$ cat src/rtl/pr_timer_bridge.sv
// ============================================================================
// Module   : pr_timer_bridge
// Brief    : Processor-bus responder with two countdown timers (TC0/TC1)
//            driving HWInt[3:2]; register reads are zero-latency.
// Revision : 1.0
// ============================================================================
`default_nettype none

module pr_timer_bridge #(
    parameter logic [31:0] TC0_BASE = 32'h0000_7F00,
    parameter logic [31:0] TC1_BASE = 32'h0000_7F10
) (
    input  logic        clk,
    input  logic        rst,
    input  logic [31:2] PrAddr,
    input  logic [31:0] PrWD,
    input  logic [3:0]  PrBE,
    input  logic        IOWrite,
    output logic [31:0] PrRD,
    output logic [7:2]  HWInt,
    output logic        dev_hit
);

    typedef enum logic [1:0] {
        S_IDLE = 2'd0,
        S_LOAD = 2'd1,
        S_CNT  = 2'd2,
        S_INT  = 2'd3
    } state_t;

    logic [31:0] w_rd [2];
    logic [1:0]  w_hit;
    logic [1:0]  w_hw;

    generate
        for (genvar g = 0; g < 2; g++) begin : g_tmr
            localparam logic [31:0] C_BASE = (g == 0) ? TC0_BASE : TC1_BASE;

            state_t      r_state, w_state_nxt;
            logic [3:0]  r_ctrl, w_ctrl_nxt;
            logic [31:0] r_preset, w_preset_nxt;
            logic [31:0] r_count, w_count_nxt;
            logic        r_irq, w_irq_nxt;
            logic        r_hwint;
            logic        w_sel;
            logic [1:0]  w_off;
            logic        w_wr_ctrl;
            logic        w_wr_preset;
            logic [31:0] w_rdata;

            assign w_sel       = (PrAddr[31:4] == C_BASE[31:4]);
            assign w_off       = PrAddr[3:2];
            assign w_hit[g]    = w_sel && (w_off != 2'd3);
            assign w_wr_ctrl   = IOWrite && w_sel && (w_off == 2'd0);
            assign w_wr_preset = IOWrite && w_sel && (w_off == 2'd1);

            always_comb begin
                w_state_nxt  = r_state;
                w_ctrl_nxt   = r_ctrl;
                w_preset_nxt = r_preset;
                w_count_nxt  = r_count;
                w_irq_nxt    = r_irq;
                case (r_state)
                    S_IDLE: begin
                        if (r_ctrl[0]) w_state_nxt = S_LOAD;
                    end
                    S_LOAD: begin
                        w_count_nxt = r_preset;
                        w_state_nxt = S_CNT;
                    end
                    S_CNT: begin
                        if (!r_ctrl[0]) begin
                            w_state_nxt = S_IDLE;
                        end else if (r_count > 32'd1) begin
                            w_count_nxt = r_count - 32'd1;
                        end else begin
                            w_count_nxt = 32'd0;
                            w_state_nxt = S_INT;
                            w_irq_nxt   = 1'b1;
                        end
                    end
                    default: begin
                        // Only MODE=01 reloads; 10/11 fall back to one-shot.
                        if (r_ctrl[2:1] == 2'b01) begin
                            w_state_nxt = S_LOAD;
                            w_irq_nxt   = 1'b0;
                        end else begin
                            w_ctrl_nxt[0] = 1'b0;
                            w_state_nxt   = S_IDLE;
                        end
                    end
                endcase
                // CPU writes override the FSM's EN clear and always drop the flag.
                if (w_wr_ctrl) begin
                    if (PrBE[0]) w_ctrl_nxt = PrWD[3:0];
                    w_irq_nxt = 1'b0;
                end
                if (w_wr_preset) begin
                    for (int b = 0; b < 4; b++) begin
                        if (PrBE[b]) w_preset_nxt[8*b +: 8] = PrWD[8*b +: 8];
                    end
                    w_irq_nxt = 1'b0;
                end
            end

            always_ff @(posedge clk or posedge rst) begin
                if (rst) begin
                    r_state  <= S_IDLE;
                    r_ctrl   <= 4'd0;
                    r_preset <= 32'd0;
                    r_count  <= 32'd0;
                    r_irq    <= 1'b0;
                    r_hwint  <= 1'b0;
                end else begin
                    r_state  <= w_state_nxt;
                    r_ctrl   <= w_ctrl_nxt;
                    r_preset <= w_preset_nxt;
                    r_count  <= w_count_nxt;
                    r_irq    <= w_irq_nxt;
                    r_hwint  <= w_irq_nxt & w_ctrl_nxt[3];
                end
            end

            always_comb begin
                w_rdata = 32'd0;
                if (w_sel) begin
                    case (w_off)
                        2'd0:    w_rdata = {28'd0, r_ctrl};
                        2'd1:    w_rdata = r_preset;
                        2'd2:    w_rdata = r_count;
                        default: w_rdata = 32'd0;
                    endcase
                end
            end

            assign w_rd[g] = w_rdata;
            assign w_hw[g] = r_hwint;
        end
    endgenerate

    assign PrRD    = w_rd[0] | w_rd[1];
    assign dev_hit = |w_hit;
    assign HWInt   = {4'b0000, w_hw};

endmodule

`default_nettype wire
$ cat config.mk
export PLATFORM = sky130hd
export DESIGN_NAME = pr_timer_bridge
export DESIGN_NICKNAME = d
export VERILOG_FILES = /design/src/rtl/pr_timer_bridge.sv
export SDC_FILE = /design/constraint.sdc
export NUM_CORES = 1
export LEC_CHECK = 0
export ABC_AREA = 1
export BUFFER_PORTS_ARGS = -buffer_cell sky130_fd_sc_hd__buf_4
export CAP_MARGIN = 20
export CORE_MARGIN = 2
export CORE_UTILIZATION = 37
export CTS_CLUSTER_DIAMETER = 120
export DETAILED_ROUTE_END_ITERATION = 12
export SLEW_MARGIN = 20
export SYNTH_ARGS = -nofsm -noshare
export SYNTH_HDL_FRONTEND = slang
export SYNTH_SLANG_ARGS = --single-unit
$ cat constraint.sdc
create_clock -name clk -period 4.1 [get_ports clk]
set_input_delay 0.205 -clock clk [delete_from_list [all_inputs] [get_ports clk]]
set_output_delay 0.205 -clock clk [all_outputs]
set_load 0.01 [all_outputs]
---- After elaboration in Yosys (flattened, before gate mapping) ----
Cells that the tools add are included.
cells by class
  add/subtract/negate cells ............... 2
  order comparisons ....................... 2
  eq/ne operators ......................... 17
  multiplexer cells ....................... 40
  bitwise operators ....................... 3
  reduce and logical (&&, ||, !) cells .... 32
operator list
  cell                                                             number
  two-way mux 32 bit                                               6
  one-hot mux 32 bit (3 select lines)                              2
  one-hot mux 32 bit (2 select lines)                              2
  greater-than comparator 32 x 1 -> 1 bit (second input constant)  2
  subtractor 32 x 1 -> 32 bit (second input constant)              2
  equality test 28 x 11 -> 1 bit (second input constant)           2
  bitwise OR 32 bit                                                1
  AND reduction 2 bit                                              14
  two-way mux 1 bit                                                16
  two-way mux 4 bit                                                4
  two-way mux 2 bit                                                6
  one-hot mux 2 bit (3 select lines)                               2
  equality test 2 x 1 -> 1 bit (second input constant)             5
  inequality test 2 bit (second input constant)                    5
  logical AND 1 bit                                                8
  equality test 2 bit (second input constant)                      3
  zero test 2 bit                                                  3
  inequality test 3 bit (second input constant)                    2
  OR reduction 2 bit                                               3
  OR reduction 3 bit                                               2
  one-hot mux 1 bit (2 select lines)                               2
  nonzero test 2 bit                                               2
  bitwise AND 1 bit                                                2
storage, ports and cells
  flip-flop bits (word level) ............. 144
  bits of input ports ..................... 69
  output and inout bits ................... 39
  word-level logic and storage cells ...... 116

---- Depth between registers and ports, before layout ----
Gate-level depths: netlist of run 1.
  depth in word-level cells ............... 7
  gate-level depth with buffers ........... 12
  depth with buffers taken out ............ 12

---- Worst setup path before layout of run 1 ----
OpenSTA, ideal clock, no wires.
  path type ............................... register to register
  start ................................... reg g_tmr[0].r_count[0]
  end ..................................... reg g_tmr[0].r_count[26]
  library setup time ...................... 0.122 ns
  arrival ................................. 1.479 ns
  required time ........................... 3.978 ns
  slack ................................... 2.499 ns
  stages on the path, launching flop included .. 10
  buffers on the path ..................... 0
  clock period less this slack ............ 1.601 ns
  path through ............................ dfrtp_1 > inv_1 > ha_1 > nand2_1 > nor2_1 > nand2_1 > nor2_1 > nand3_1 > nand3_1 > a21oi_1
on the way
  word-level cells in the longest chain between the ends .. 4
  elaborated cells on any way between the ends .. 5
  those cells by class .................... add/sub (1); order compare (1); mux (3)
RTL lines
  what                                                                                    line    source
  start: declaration                                                                      42      logic [31:0] r_count, w_count_nxt;
  start signal: assignment                                                                118     r_count <= w_count_nxt;
  subtractor 32 x 1 -> 32 bit or greater-than comparator 32 x 1 -> 1 bit (tied branches)  75, 74
  two-way mux 32 bit (*)                                                                  74      end else if (r_count > 32'd1) begin
  two-way mux 32 bit (*)                                                                  72      if (!r_ctrl[0]) begin
  one-hot mux 32 bit (2 select lines) (*)                                                 63      case (r_state)
Every way passes the cells marked *; elsewhere a longest branch is shown, timed or not. The select of a mux whose other input is x is not followed.
A chain may end at the register's enable or synchronous reset.

---- Worst setup path after layout of run 1 ----
  start ................................... reg g_tmr[0].r_state[1]
  end ..................................... reg g_tmr[0].r_count[21]
on the way
  word-level cells in the longest chain between the ends .. 3
  elaborated cells on any way between the ends .. 6
  those cells by class .................... eq/ne (3); mux (1); reduce/logical (2)
RTL lines
  what                                                                   line  source
  start: declaration                                                     39    state_t r_state, w_state_nxt;
  start signal: assignment                                               115   r_state <= w_state_nxt;
  equality test 2 bit or equality test 2 x 1 -> 1 bit (tied branches)    63
  inequality test 2 bit (no line) or nonzero test 2 bit (tied branches)  -
  AND reduction 2 bit (no line)                                          -
Parallel ways exist; a longest one is shown, timed or not.

==> reports/metrics.csv, run 1 <==
stage;metric;value;unit
sta;period_minus_slack;2.62;ns
critical_path;endpoint;g_tmr[0].r_count[21]$_DFFE_PP0P_;
clocking;htree_levels;4;
global_route;first_global_vias;8513;
global_route;grt_max_degree;93;
sta;setup_viol;0;
route;wl_met3;1740;microns
floorplan;die_y;165;microns
clocking;cts_tree;yes;
logic_synthesis;yosysWarnings;0;
route;vias_per_cell;5.24;
critical_path;criticalPathCategory;flip-flop to flip-flop;
cells_and_area;diodes;0;
floorplan;die_x;165;microns
hold_path;hold_path.class;input port to async pin;
route;wl_met1;14300;microns
logic_synthesis;synth.area.mux_share;0;%
global_route;grt_pass1_wl;48200;microns
route;drt-pass1-iter-count;5;
pwr;ir_worst_vdd;273;uV
cells_and_area;postLayoutCoreUtil;44.0;%
clocking;clock_sinks;144;
critical_path;cp_data_required_time;4.41;ns
sta;finClkSkew;0.0134;ns
critical_path;critPathArrivalTime;2.93;ns
clocking;clk_pin_slew_worst_paths;0.07;ns
cells_and_area;fill_cells;2605;
pwr;powerDensity;299;nW/um^2
logic_synthesis;synth_fa_ha_area_share;0.523;%
cells_and_area;area_growth;16.2;%
logic_synthesis;synth_cells;1330;
logic_synthesis;synth_area_per_cell;7.19;sq um
clocking;post_cts_resized;0;
floorplan;die_area;27100;sq um
pwr;leakagePower;5.62;nW
sta;fin_ws;1.48;ns
critical_path;reg2reg_depth;6;
sta;worst_slew_pin_slew;0.967;ns
clocking;clk_latency;0.44;ns
logic_synthesis;synth_top_family_by_area;simple AND/OR/NAND/NOR gates;
cells_and_area;drive_gt1_share;17.2;%
critical_path;worst_setup_path_end_kind;flip-flop;
floorplan;start_util;37.9;%
logic_synthesis;yosysSeqAreaShare;37.7;%
run_status;violations;negative hold slack;
run_status;status;finished with violations;
floorplan;num_rows;58;
clocking;numCtsBuffers;17;
sta;hold_violations;52;
route;routed.top_layer;met4;
placement;io_buffers;103;
sta;maxSlewHeadroom;35.5;%
route;drc;0;
sta;period_share;63.9;%
sta;max_freq;382;MHz
sta;whs;-0.0504;ns
route;ant_nets;0;
placement;place_ws;1.52;ns
global_route;track_usage;23.4;%
cells_and_area;multi_input_area;5060;sq um
logic_synthesis;ys_ff_latch;144;
placement;dpl.hpwl;23200;microns
logic_synthesis;async_flop_share;100;%
sta;maxSlewViolCount;0;
critical_path;max_stage_delay;0.71;ns
critical_path;r2r-start;g_tmr[0].r_state[1]$_DFFE_PP0P_;
cells_and_area;register_area;3600;sq um
route;wl;31300;microns
clocking;cts_setup_buffers;0;
global_route;gr-total-overflow;0;
floorplan;fp.coreArea;25300;sq um
logic_synthesis;synthSimpleGateAreaFrac;28.4;%
critical_path;crit_top_cell;nor2_1;
critical_path;crit_fanout;36;
sta;rsz0062_at_grt;no;
critical_path;crit_start;g_tmr[0].r_state[1]$_DFFE_PP0P_;
floorplan;pin_count;108;
clocking;cts_hold_buf;0;
logic_synthesis;synth_edf_count;0;
route;drt-initial-drc-count;784;
placement;place_congestion;0.913;
critical_path;worstPathCellList;nand2_2 -> nor2_1 -> nor2_4 -> inv_2 -> nor2_1 -> a21oi_1;
critical_path;crit_slowest_cell;nor2_4;
cells_and_area;nets;1476;
clocking;clockBufferDepth;2;
global_route;antenna_found_initial;0;
logic_synthesis;synthXorXnorAreaFrac;2.20;%
critical_path;start_kind;flip-flop;
critical_path;regToRegSetupSlack;1.48;ns
route;vias;9138;
critical_path;rr_endpoint;g_tmr[0].r_count[21]$_DFFE_PP0P_;
logic_synthesis;syn_area;9560;sq um
sta;setup_tns;0;ns
logic_synthesis;synth_compound_area_share;21.5;%
logic_synthesis;synth-main-ff-cell;dfrtp_1;
flow_run;maxCapViolCount;0;
clocking;root_buffer;clkbuf_16;
route;wl_per_cell;17.9;microns
logic_synthesis;yosys.cell_types.count;35;
route;dr_wl_met2;14600;microns
[logic make-up (layout without fill, tap and decap cells)]
kind of cell / Yosys count / count (layout)
flops: 144 / 144
other cells: 1 / 4
buf+inv: 208 / 290
compound gates: 322 / 322
fa+ha+maj: 4 / 4
xor+xnor: 24 / 24
simple gates: 627 / 627
[metrics by stage]
step	hold WS (ns)	cells	cell area, sq um	power (mW)
6_report	-0.0504	1745	11100	3.32
5_1_grt	0.0354	1745	11100	3.40
4_1_cts	0.00796	1745	11100	3.33
3_5_place_dp	0.460	1714	10500	1.61
3_3_place_gp	0.466	1714	10500	1.61
2_1_floorplan	0.386	1333	9570	1.52
[flip-flops by register name (all words and copies together) (netlist names)]
| name | count |
|---|---|
| g_tmr.r_preset | 64 |
| g_tmr.r_irq | 2 |
| g_tmr.r_state | 4 |
| g_tmr.r_count | 64 |
| g_tmr.r_ctrl | 8 |
| g_tmr.r_hwint | 2 |
[cells in the final DEF (no fill, tap or decap), drive strengths merged, types with 3 or more instances in the layout]
| cell | synthesis | final |
|---|---|---|
| a22o | 28 | 28 |
| xor2 | 24 | 24 |
| conb | 1 | 4 |
| inv | 148 | 150 |
| nand4 | 26 | 26 |
| o21ai | 156 | 156 |
| a22oi | 33 | 33 |
| bufinv | 0 | 4 |
| a21oi | 99 | 99 |
| dfrtp | 144 | 144 |
| clkinv | 0 | 3 |
| nand3 | 62 | 62 |
| ha | 4 | 4 |
| clkbuf | 15 | 19 |
| nand2 | 337 | 337 |
| nor2 | 198 | 198 |
| clkinvlp | 0 | 3 |
| buf | 45 | 111 |
[per-layer routing]
metal	global-route usage [%]	vias up
li1	-	4494
met1	33.1	4325
met2	37.0	277
met3	3.57	42
met4	6.76	0
met5	0	-
[synth_stat cells, types with 2 or more instances]
cell	number	area (sq um)
buf_6	8	90.1
nand2_2	4	25.0
nand4_4	8	170
inv_2	5	18.8
a22oi_1	33	248
o21ai_0	90	450
nor2_8	2	40.0
a31oi_1	2	12.5
buf_2	24	120
dfrtp_1	144	3600
inv_1	142	533
ha_1	4	50.1
xor2_1	24	210
nand4_2	2	25.0
buf_4	13	97.6
o21ai_2	64	561
o221ai_1	2	17.5
nand3_1	61	305
nand2_1	333	1250
nor3_1	2	10.0
nor2_2	10	62.6
a22o_1	28	245
o21ai_1	2	10.0
nand4_1	16	100
a21oi_1	99	495
nor2_1	186	698
clkbuf_1	14	52.6
[critical path: cells and delay by family (launching register included)]
kind | cells | cell delay, ns
compound gates | 1 | 0.06
buf+inv | 1 | 0.37
flops | 1 | 0.42
simple gates | 4 | 1.62
[final cells by class]
| class | count | share of cell area [%] |
|---|---|---|
| Tap cell | 330 | 3.72 |
| Timing Repair Buffer | 111 | 7.50 |
| Sequential cell | 144 | 32.4 |
| Clock inverter | 12 | 1.64 |
| Multi-Input combinational cell | 981 | 45.6 |
| Inverter | 148 | 5.07 |
| Clock buffer | 19 | 4.08 |
[how the worst min path moves through the flow]
stage,startpoint,endpoint,slack (ns),depth (start not counted)
final,rst,g_tmr[0].r_preset[7]$_DFFE_PP0P_,-0.05,2
after floorplan,PrWD[10],g_tmr[0].r_preset[10]$_DFFE_PP0P_,0.39,2
after global placement,rst,g_tmr[0].r_preset[5]$_DFFE_PP0P_,0.47,2
after detailed placement,rst,g_tmr[0].r_preset[7]$_DFFE_PP0P_,0.46,2
after CTS,rst,g_tmr[0].r_preset[7]$_DFFE_PP0P_,0.008,2
after global routing,rst,g_tmr[0].r_preset[7]$_DFFE_PP0P_,0.04,2
[power breakdown]
group / switching (mW) / internal [mW] / leakage, nW
combinational: 0.113 / 0.0504 / 3.31
clock: 0.682 / 1.05 / 0.302
sequential: 0.000000316 / 1.42 / 2.00
(Power assumes the default switching activity.)
==> inputs of run 2 (changes only) <==
- clock period: 4.1 -> 2.32 ns (I/O delays scaled with it)
==> run 2 against run 1 <==
The run now ends clean. Critical endpoint is now g_tmr[1].r_count[11]$_DFFE_PP0P_. Register-to-register slack lost 1.2 ns. Global-route usage rose by 0.80 points. Design area up 3.2%. Combinational power rose by 90%. Sequential share of layout area is 1.0 points lower. Power rose by 74%. Die area did not move. Critical path depth is 1 higher. Sequential power grew 77%. Final cell count increased by 2.0%. Largest power group unchanged.
==> reports/metrics.csv, run 2 (synthesis results as in run 1) <==
stage;metric;value;unit
clocking;clk_latency;0.43;ns
cells_and_area;reg_top3;g_tmr.r_count x64, g_tmr.r_preset x64, g_tmr.r_ctrl x8;
route;vias;9302;
cells_and_area;register_area;3600;sq um
cells_and_area;drive_gt1_share;18.9;%
cells_and_area;nets;1510;
cells_and_area;area_growth;19.9;%
clocking;clock_sinks;144;
global_route;gr-total-overflow;0;
critical_path;crit_slowest_cell;dfrtp_1;
sta;hold_violations;0;
placement;dpl.hpwl;23900;microns
sta;setup_tns;0;ns
floorplan;pin_count;108;
critical_path;max_stage_delay;0.43;ns
route;drt-initial-drc-count;984;
sta;maxSlewViolCount;0;
pwr;seqPwrFrac;43.5;%
pwr;finalPower;5.77;mW
route;drc;0;
route;ant_nets;0;
critical_path;worst_setup_path_end_kind;flip-flop;
cells_and_area;fill_cells;2556;
pwr;leakagePower;5.81;nW
route;vias_per_cell;5.23;
placement;place_congestion;0.928;
floorplan;fp.coreArea;25300;sq um
cells_and_area;layout_common_cells;nand2_1 (333), nor2_1 (184), dfrtp_1 (144);
floorplan;start_util;37.9;%
critical_path;crit_top_cell;buf_4;
cells_and_area;multi_input_area;5070;sq um
pwr;p_sw;1.37;mW
global_route;grt_max_degree;65;
floorplan;num_rows;58;
pwr;ir_worst_vdd;487;uV
critical_path;critPathArrivalTime;2.40;ns
cells_and_area;stdcell_area;11500;sq um
pwr;pwr-share-comb;5.4;%
placement;io_buffers;103;
global_route;antenna_found_initial;0;
route;wl;31800;microns
placement;placed_cell_area;10800;sq um
clocking;root_buffer;clkbuf_16;
global_route;first_global_vias;8724;
cells_and_area;layout_commonest_cell;nand2_1;
floorplan;die_y;165;microns
global_route;grt_pass1_wl;50000;microns
pwr;p_clk_share;51.1;%
critical_path;worstPathCellList;nand2_2 -> buf_4 -> nor2_1 -> nor2_4 -> buf_4 -> a21oi_1 -> a22oi_1;
global_route;track_usage;24.2;%
critical_path;criticalPathCategory;flip-flop to flip-flop;
critical_path;critical-path-top-delay-family;buffers and inverters;
route;wl_per_cell;17.9;microns
sta;period_share;89.3;%
clocking;cts_tree;yes;
clocking;clockBufferDepth;2;
critical_path;cp.buffers_inverters;2;
critical_path;start_kind;flip-flop;
critical_path;cp_data_required_time;2.65;ns
clocking;numCtsBuffers;17;
clocking;clk_pin_slew_worst_paths;0.07;ns
pwr;powerDensity;503;nW/um^2
critical_path;crit_fanout;34;
flow_run;maxCapViolCount;0;
sta;rsz0062_at_grt;no;
sta;maxSlewHeadroom;58.4;%
floorplan;die_area;27100;sq um
clocking;htree_levels;4;
route;drt-pass1-iter-count;5;
pwr;p_int;4.40;mW
sta;worst_slew_pin_slew;0.622;ns
cells_and_area;diodes;0;
hold_path;hold_path.class;input port to flip-flop;
pwr;switching_share;23.7;%
sta;setup_viol;0;
sta;period_minus_slack;2.07;ns
sta;finClkSkew;0.0130;ns
sta;max_freq;483;MHz
floorplan;die_x;165;microns
run_status;status;finished, final reports clean;
-- run 2: cell count changes in the layout (fill, tap and decap cells not counted), moves of 2 or more --
cell,before,now
buf_4,111,134
buf_12,0,6
dlygate4sd3_1,0,4
inv_6,3,1
nor2_2,10,8
nor2_4,2,4
-- run 2: layer usage --
layer	up-vias	track usage [%]	wire length, microns
met5	-	0	0
met4	0	6.56	710
met3	45	3.74	1850
met2	288	37.8	14800
met1	4411	34.8	14500
li1	4558	-	-
-- run 2: timing repair --
| action | CTS | global route |
|---|---|---|
| hold endpoints to repair | 25 | 0 |
| hold buffers | 4 | 0 |
| endpoints found under the setup margin | 8 | 13 |
| buffers inserted | 0 | 0 |
| resized for setup | 1 | 1 |
-- run 2: stage by stage --
step	hold slack, ns	std cells	setup WS (ns)	utilization, %
after floorplan	0.297	1333	0.399	-
after global placement	0.219	1743	0.0390	42.6
after detailed placement	0.221	1743	-0.00910	42.6
after CTS	0.0000978	1779	0.0217	45.3
after global routing	0.0100	1780	0.0649	45.4
final	0.0117	1780	0.249	45.4
-- run 2: final timing paths --
check / depth (start not counted) / end / slack (ns) / from
max reg2reg: 7 / g_tmr[1].r_count[11]$_DFFE_PP0P_ / 0.25 / g_tmr[1].r_state[1]$_DFFE_PP0P_
min: 3 / g_tmr[1].r_preset[23]$_DFFE_PP0P_ / 0.01 / PrWD[23]
max in group asynchronous: 4 / g_tmr[1].r_preset[25]$_DFFE_PP0P_ / 1.24 / rst
max: 7 / g_tmr[1].r_count[11]$_DFFE_PP0P_ / 0.25 / g_tmr[1].r_state[1]$_DFFE_PP0P_
min in group asynchronous: 3 / g_tmr[1].r_ctrl[1]$_DFFE_PP0P_ / 0.30 / rst
min reg2reg: 1 / g_tmr[0].r_state[0]$_DFFE_PP0P_ / 0.48 / g_tmr[0].r_ctrl[0]$_DFF_PP0_
-- run 2: layout make-up --
type | instances | share of cell area [%]
multi-input combinational | 981 | 44.2
sequential | 144 | 31.4
timing repair buffer | 145 | 10.4
inverter | 148 | 4.90
clock buffer | 20 | 4.07
tap | 330 | 3.60
clock inverter | 12 | 1.37
-- run 2: power groups by stage --
stage                     clock, mW  sequential, mW  combinational (mW)
after floorplan                   0            2.56               0.133
after global placement            0            2.56               0.305
after CTS                      2.99            2.51               0.311
after global routing           3.10            2.51               0.337
final                          2.95            2.51               0.309
after detailed placement          0            2.56               0.305
-- run 2: worst reg2reg max path, cell delays in order (launching register included) --
cell and delay [ns]:
dfrtp_1 0.43, nand2_2 0.14, buf_4 0.24, nor2_1 0.11
nor2_4 0.35, buf_4 0.43, a21oi_1 0.09, a22oi_1 0.18
